$ cat config.mk
export PLATFORM = sky130hd
export DESIGN_NAME = pwm_gen
export DESIGN_NICKNAME = d
export VERILOG_FILES = /design/src/rtl/pwm_gen.sv
export SDC_FILE = /design/constraint.sdc
export NUM_CORES = 1
export LEC_CHECK = 0
export BUFFER_PORTS_ARGS = -buffer_cell sky130_fd_sc_hd__buf_2
export CAP_MARGIN = 5
export CORE_MARGIN = 2
export CORE_UTILIZATION = 40
export CTS_BUF_LIST = sky130_fd_sc_hd__clkbuf_4 sky130_fd_sc_hd__clkbuf_8
export CTS_CLUSTER_SIZE = 10
export DETAILED_ROUTE_END_ITERATION = 6
export GPL_ROUTABILITY_DRIVEN = 0
export PLACE_DENSITY = 0.66
export SLEW_MARGIN = 20
export SYNTH_ARGS = -nofsm -noshare
export SYNTH_HDL_FRONTEND = slang
export SYNTH_SLANG_ARGS = --single-unit
$ cat constraint.sdc
create_clock -name clk_i -period 5.25 [get_ports clk_i]
set_input_delay 0.2625 -clock clk_i [delete_from_list [all_inputs] [get_ports clk_i]]
set_output_delay 0.2625 -clock clk_i [all_outputs]
set_load 0.1 [all_outputs]
$ cat src/rtl/pwm_gen.sv
// pwm_gen: double-buffered PWM comparator for the free-running counter; also drives
// the counter's synchronous reset. Define PWM_WRAP_IRQ_EN to add a sticky wrap interrupt.
module pwm_gen #(
    parameter int BW = 4
) (
    input  logic          clk_i,
    input  logic          nrst_i,
    input  logic [BW-1:0] count_i,
    input  logic          en_i,
    input  logic [BW-1:0] duty_i,
    input  logic          dutyValid_i,
    output logic          dutyReady_o,
    output logic          nrstSync_o,
    output logic          pwm_o,
`ifdef PWM_WRAP_IRQ_EN
    input  logic          irqClr_i,
    output logic          irq_o,
`endif
    output logic          wrap_o
);

    localparam logic [BW-1:0] CNT_MAX  = {BW{1'b1}};
    localparam logic [BW-1:0] CNT_ZERO = {BW{1'b0}};

    typedef enum logic [0:0] {
        ST_IDLE = 1'b0,
        ST_RUN  = 1'b1
    } state_t;

    state_t        state_r;
    state_t        state_nxt_s;
    logic [BW-1:0] active_r;
    logic [BW-1:0] active_nxt_s;
    logic [BW-1:0] shadow_r;
    logic [BW-1:0] shadow_nxt_s;
    logic          pending_r;
    logic          pending_nxt_s;
    logic [BW-1:0] prev_count_r;
    logic          pwm_r;
    logic          pwm_nxt_s;
    logic          wrap_r;
    logic          nrst_sync_r;

    logic          start_s;
    logic          run_s;
    logic          wrap_s;
    logic          accept_s;
    logic          transfer_s;
    logic [BW-1:0] duty_eff_s;

    // Next-state logic; run_s also drops the same cycle en_i falls so pwm_o is low once IDLE.
    always_comb begin
        state_nxt_s = state_r;
        start_s     = 1'b0;
        run_s       = 1'b0;
        case (state_r)
            ST_IDLE: begin
                if (en_i) begin
                    state_nxt_s = ST_RUN;
                    start_s     = 1'b1;
                end else begin
                    state_nxt_s = ST_IDLE;
                end
            end
            ST_RUN: begin
                run_s = en_i;
                if (en_i) begin
                    state_nxt_s = ST_RUN;
                end else begin
                    state_nxt_s = ST_IDLE;
                end
            end
            default: begin
                state_nxt_s = ST_IDLE;
            end
        endcase
    end

    // Period boundary and duty handshake decode.
    always_comb begin
        wrap_s     = (state_r == ST_RUN) && (prev_count_r == CNT_MAX) && (count_i == CNT_ZERO);
        accept_s   = dutyValid_i && !pending_r;
        transfer_s = (wrap_s || start_s) && pending_r;
    end

    // Duty buffer update; accept and transfer are mutually exclusive through pending_r.
    always_comb begin
        active_nxt_s  = active_r;
        shadow_nxt_s  = shadow_r;
        pending_nxt_s = pending_r;
        duty_eff_s    = active_r;
        if (transfer_s) begin
            active_nxt_s  = shadow_r;
            duty_eff_s    = shadow_r;
            pending_nxt_s = 1'b0;
        end else if (accept_s) begin
            shadow_nxt_s  = duty_i;
            pending_nxt_s = 1'b1;
        end else begin
            pending_nxt_s = pending_r;
        end
    end

    // Compare uses the freshly transferred duty so count 0 of a new period already obeys it.
    always_comb begin
        pwm_nxt_s = 1'b0;
        if (run_s) begin
            pwm_nxt_s = (count_i < duty_eff_s);
        end else begin
            pwm_nxt_s = 1'b0;
        end
    end

    // State register and counter hold control.
    always_ff @(posedge clk_i or negedge nrst_i) begin
        if (!nrst_i) begin
            state_r     <= ST_IDLE;
            nrst_sync_r <= 1'b0;
        end else begin
            state_r     <= state_nxt_s;
            nrst_sync_r <= (state_nxt_s == ST_RUN);
        end
    end

    // Duty buffers and count history.
    always_ff @(posedge clk_i or negedge nrst_i) begin
        if (!nrst_i) begin
            active_r     <= CNT_ZERO;
            shadow_r     <= CNT_ZERO;
            pending_r    <= 1'b0;
            prev_count_r <= CNT_ZERO;
        end else begin
            active_r     <= active_nxt_s;
            shadow_r     <= shadow_nxt_s;
            pending_r    <= pending_nxt_s;
            prev_count_r <= count_i;
        end
    end

    // Registered PWM and wrap outputs.
    always_ff @(posedge clk_i or negedge nrst_i) begin
        if (!nrst_i) begin
            pwm_r  <= 1'b0;
            wrap_r <= 1'b0;
        end else begin
            pwm_r  <= pwm_nxt_s;
            wrap_r <= wrap_s;
        end
    end

    assign pwm_o       = pwm_r;
    assign wrap_o      = wrap_r;
    assign nrstSync_o  = nrst_sync_r;
    assign dutyReady_o = !pending_r;

`ifdef PWM_WRAP_IRQ_EN
    logic irq_r;

    // Sticky wrap interrupt; a wrap beats a coincident clear.
    always_ff @(posedge clk_i or negedge nrst_i) begin
        if (!nrst_i) begin
            irq_r <= 1'b0;
        end else if (wrap_s) begin
            irq_r <= 1'b1;
        end else if (irqClr_i) begin
            irq_r <= 1'b0;
        end else begin
            irq_r <= irq_r;
        end
    end

    assign irq_o = irq_r;
`endif

endmodule

Word-level counts from Yosys, hierarchy flattened
Cells that the tools add are included.
- add/sub/neg operators: 0
- multipliers: 0
- divide/modulo/power cells: 0
- order comparisons: 1
- equal/unequal tests: 1
- shift operators: 0
- multiplexer cells: 7
- bitwise gates (word level): 1
- reductions and logical operators: 9
- operators by type and width (cell ; count):
    two-way mux 1 bit ; 6
    equality test 4 bit, second input constant ; 1
    logical AND 1 bit ; 4
    zero test 4 bit ; 1
    < comparator 4 bit ; 1
    two-way mux 4 bit ; 1
    AND reduction 2 bit ; 1
    nonzero test 2 bit ; 1
    zero test 1 bit ; 1
    logical OR 1 bit ; 1
    NOT 1 bit ; 1
- bits in registers: 16
- latch bits: 0
- memory bits (writable): 0
- bits in read-only memories: 0
- bits of input ports: 12
- logic and storage cells: 26
- memories: 0

Depth between registers and ports, before layout
- depth in word-level cells: 8
- gate-level depth with buffers: 9

Least setup slack after synthesis
No wires, ideal clock.
- kind: reg2reg
- from: reg nrstSync_o (netlist name)
- to: reg pwm_r (netlist: pwm_o)
- setup time: 0.083 ns
- arrival time: 2.742 ns
- data required time: 5.167 ns
- setup slack: 2.426 ns
- stages on the path, launching flop included: 10
- clock period less this slack: 2.824 ns
- cells stage by stage: dfrtp_1 > nand3_1 > o31ai_4 > nand2_4 > mux2i_1 > ha_1 > nand2_1 > nand4b_1 > or3_2 > o21ai_0
- RTL lines (element ; RTL line ; source):
    to (signal assigned) ; 146 ; pwm_r <= pwm_nxt_s;
    to (decl) ; 39 ; logic pwm_r;

Worst setup path after layout
- from: in count_i[0]
- to: reg pwm_r (netlist: pwm_o)
- cells in the longest elaborated chain, start to end: 7
- ends and longest elaborated chain (element ; RTL line ; source):
    from (decl) ; 8 ; input logic [BW-1:0] count_i,
    zero test 4 bit ; 81 ; wrap_s = (state_r == ST_RUN) && (prev_count_r == CNT_MAX) && (count_i == CNT_ZERO);
    logical AND 1 bit ; 81 ;
    logical OR 1 bit ; 83 ; transfer_s = (wrap_s || start_s) && pending_r;
    logical AND 1 bit ; 83 ;
    two-way mux 4 bit ; - ;
    < comparator 4 bit (*) ; 108 ; pwm_nxt_s = (count_i < duty_eff_s);
    two-way mux 1 bit (*) ; 107 ; if (run_s) begin
    named net pwm_nxt_s ; 40 ; logic pwm_nxt_s;
The timed path passes the listed nets; every way through them passes the cells marked *.
A chain may end at the register's enable or synchronous reset.

==> summary.md <==
| Metric | Value |
|---|---|
| CTS tree | `done` |
| Slowest cell on the critical path | `or4_4` |
| Cell count after synthesis | `54` |
| P_leak | `around 0.43 nW` |
| GR Util met2 | `0.200` |
| Clk_lat worst skew | `about 0.28 ns` |
| Vias/cell | `roughly 4.9` |
| Diodes inserted | `0` |
| Die ar. | `~2200 um2` |
| Crit-path max cell delay | `around 0.57 ns` |
| Port bufs | `15` |
| Reg clk slew, reported paths | `approximately 0.090 ns` |
| Fill cells | `around 170` |
| CTS root buffer | `clkbuf_4` |
| Largest family of logic cells by synthesized area | `multiplexers` |
| DRT Wirelength | `roughly 1200 um` |
| Final period util | `0.436` |
| Area contributors post-synth | `dfrtp_1 (54%), mux2_2 (6.1%), mux2_4 (6.1%), ha_1 (5.1%), mux2i_1 (4.1%)` |
| Ports | `16` |
| Commonest non-fill, non-tap cells in the layout | `dfrtp_1 (16), buf_2 (15), nand2_1 (4), mux2_2 (4)` |
| Share of cells above drive strength 1 | `0.419` |
| Sink Count | `16` |
| Post-Syn Nets | `slightly below 70` |
| DR iter-0 viols | `6` |
| Top-area cell type share of the netlist area | `0.543` |
| # DRC | `0` |
| Crit. End Element | `flop` |
| Slew headroom | `0.678` |
| Period minus WS final | `~2.3 ns` |
| Type of the worst min-delay path | `input port to flop` |
| Post-Syn Area | `roughly 740 um2` |
| Detail Route Antenna Nets | `0` |
| Fmax achieved | `437 MHz` |
| Peak supply drop | `around 0.00022 V` |
| Pre-Repair DR Iteration Count | `4` |
| Post-Synth XOR/XNOR Area | `0` |
| Drt wl/cell | `~12 um` |
| Dpl hpwl | `~950 um` |
| RSZ-0062 raised after global routing | `false` |
| Grt met1 use | `0.199` |
| Most Crowded Layer GR | `met2` |
| Post-synthesis mux area share | `0.163` |
| First-pass GRT wire length | `2060 um` |
| Hold Path Cell Cnt | `1` |
| Initial antenna violation count | `0` |
| Clk buf depth | `2` |
| Kind of start point of the critical path | `input port` |
| Max cap viols | `0` |
| Initial Util | `0.427` |
| Sum Neg Setup Slack | `0 ns` |
| WS Path Type | `input port to flop` |
| Met3 Use GR | `0.0231` |
| Simple logic cell fraction of the synthesized area | `0.149` |
| Pins over their slew limit | `0` |
| Yosys reg bits | `16` |
| Critical path cell sequence | `buf_2 > or4_4 > o31ai_4 > nand2_4 > mux2i_1 > ha_1 > nand2_1 > nand4b_1 > or3_2 > o21ai_0` |
| Final hold vios | `0` |
| Synth area leader | `dfrtp_1` |
| Core ar. | `roughly 1700 um2` |
| Commonest non-fill, non-tap cell in the layout | `dfrtp_1` |
| R2r worst-path depth | `9` |
| Worst hold margin | `0.108 ns` |
| Die H | `~47 um` |
| Mapped Avg Cell Area | `approximately 14 um2` |
| Die width | `approximately 47 um` |
| Slew @ Worst Pin | `slightly below 0.5 ns` |
| Row count | `15` |
| Gr usage total | `0.140` |
| YS warnings | `0` |
| Post-synthesis compound-gate area fraction | `0.0832` |
| Area added between synthesis and finish | `20.7%` |
| Htree depth | `1` |
| Num CTS Buffers | `3` |
| Total congestion overflow | `0` |
| Register area share after synthesis | `0.543` |
| Adder-Cell Fraction of Synth Area | `0.0509` |
| Post-synth cell types | `24` |
| Post-CTS Setup Bufs | `0` |
| Power density cells | `around 380 nW/um2` |
| Status | `complete, no violations` |
| CP required | `5.46 ns` |
| Final setup fails | `0` |
| Nets | `90` |
| CP max FO | `7` |
| Tot Pwr | `0.340 mW` |
| Vias | `a little under 500` |
| Vias in the first global route | `roughly 450` |
| Setup Skew | `0.00391 ns` |
| Arrival time at the worst endpoint | `2.50 ns` |
| Largest net degree at the start of global routing | `17` |
[cell type report]
class / count / area, um2 / share of cell area
Clock buffer: 4 / 36.3 / 0.0408
Inverter: 2 / 7.51 / 0.00844
Multi-Input combinational cell: 36 / 329 / 0.370
Sequential cell: 16 / 400 / 0.450
Tap cell: 25 / 31.3 / 0.0352
Timing Repair Buffer: 16 / 85.1 / 0.0956
[metal layers]
metal / vias to the layer above / wire length [um]
met2: 15 / 570
met5: - / 0
li1: 241 / -
met3: 4 / 57
met4: 0 / 23
met1: 230 / 564
[critical path, delay by kind of cell]
family | cells | cell delay (ns)
multiplexers | 1 | 0.15
AND/OR/NAND/NOR | 5 | 1.27
buffers and inverters | 1 | 0.11
AO/OA/AOI/OAI | 2 | 0.42
adder cells (fa/ha/maj) | 1 | 0.29
[synth_stat cells]
master,count
dfrtp_1,16
mux2_2,4
nand2_1,4
ha_1,3
mux2_4,3
mux2i_1,3
inv_1,2
nor2b_1,2
nor3_1,2
a311o_1,1
and4b_1,1
nand2_4,1
nand3_1,1
nand4b_1,1
nor2_1,1
nor4_1,1
o211a_1,1
o21a_1,1
o21ai_0,1
o21bai_1,1
o31ai_4,1
or2b_2,1
or3_2,1
or4_4,1
[worst paths after layout]
path	slack [ns]	end	start
setup / recovery	2.96	pwm_o$_DFF_PN0_	count_i[0]
hold / removal	0.11	prev_count_r[0]$_DFF_PN0_	count_i[0]
setup reg to reg	3.02	pwm_o$_DFF_PN0_	nrstSync_o$_DFF_PN0_
hold reg to reg	0.52	active_r[1]$_DFF_PN0_	active_r[1]$_DFF_PN0_
max in group asynchronous	4.58	shadow_r[3]$_DFFE_PN0P_	nrst_i
min in group asynchronous	0.41	wrap_o$_DFF_PN0_	nrst_i
[sequential cells by signal, summed over array words and instances (netlist names)]
register / count
prev_count_r: 4
pwm_o: 1
active_r: 4
nrstSync_o: 1
wrap_o: 1
pending_r: 1
shadow_r: 4
[per-stage QoR]
stage          utilization  setup WS (ns)  cells  instance area [um2]
2_1_floorplan            -           2.43     54                  737
3_3_place_gp         0.488           2.63     94                  843
3_5_place_dp         0.488           2.65     94                  843
4_1_cts              0.515           2.96     99                  890
5_1_grt              0.515           2.87     99                  890
6_report             0.515           2.96     99                  890
[kinds of logic after synthesis]
logic type / Yosys count
AND/OR/NAND/NOR: 17
flip-flops: 16
multiplexers: 10
AO/OA/AOI/OAI: 6
adder cells (fa/ha/maj): 3
buffers and inverters: 2
[power by group]
group          switching, mW  leakage [nW]  internal [mW]  total [mW]
combinational         0.0525         0.223         0.0445      0.0970
sequential            0.0158         0.188          0.147       0.163
clock                 0.0379        0.0210         0.0422      0.0801
total                  0.106         0.431          0.234       0.340
[repair_timing]
item,in CTS,in global routing
hold buffers,1,0
resized for setup,0,0
endpoints found under the hold margin,16,0
Note: power is estimated with default switching activity, not from simulation.
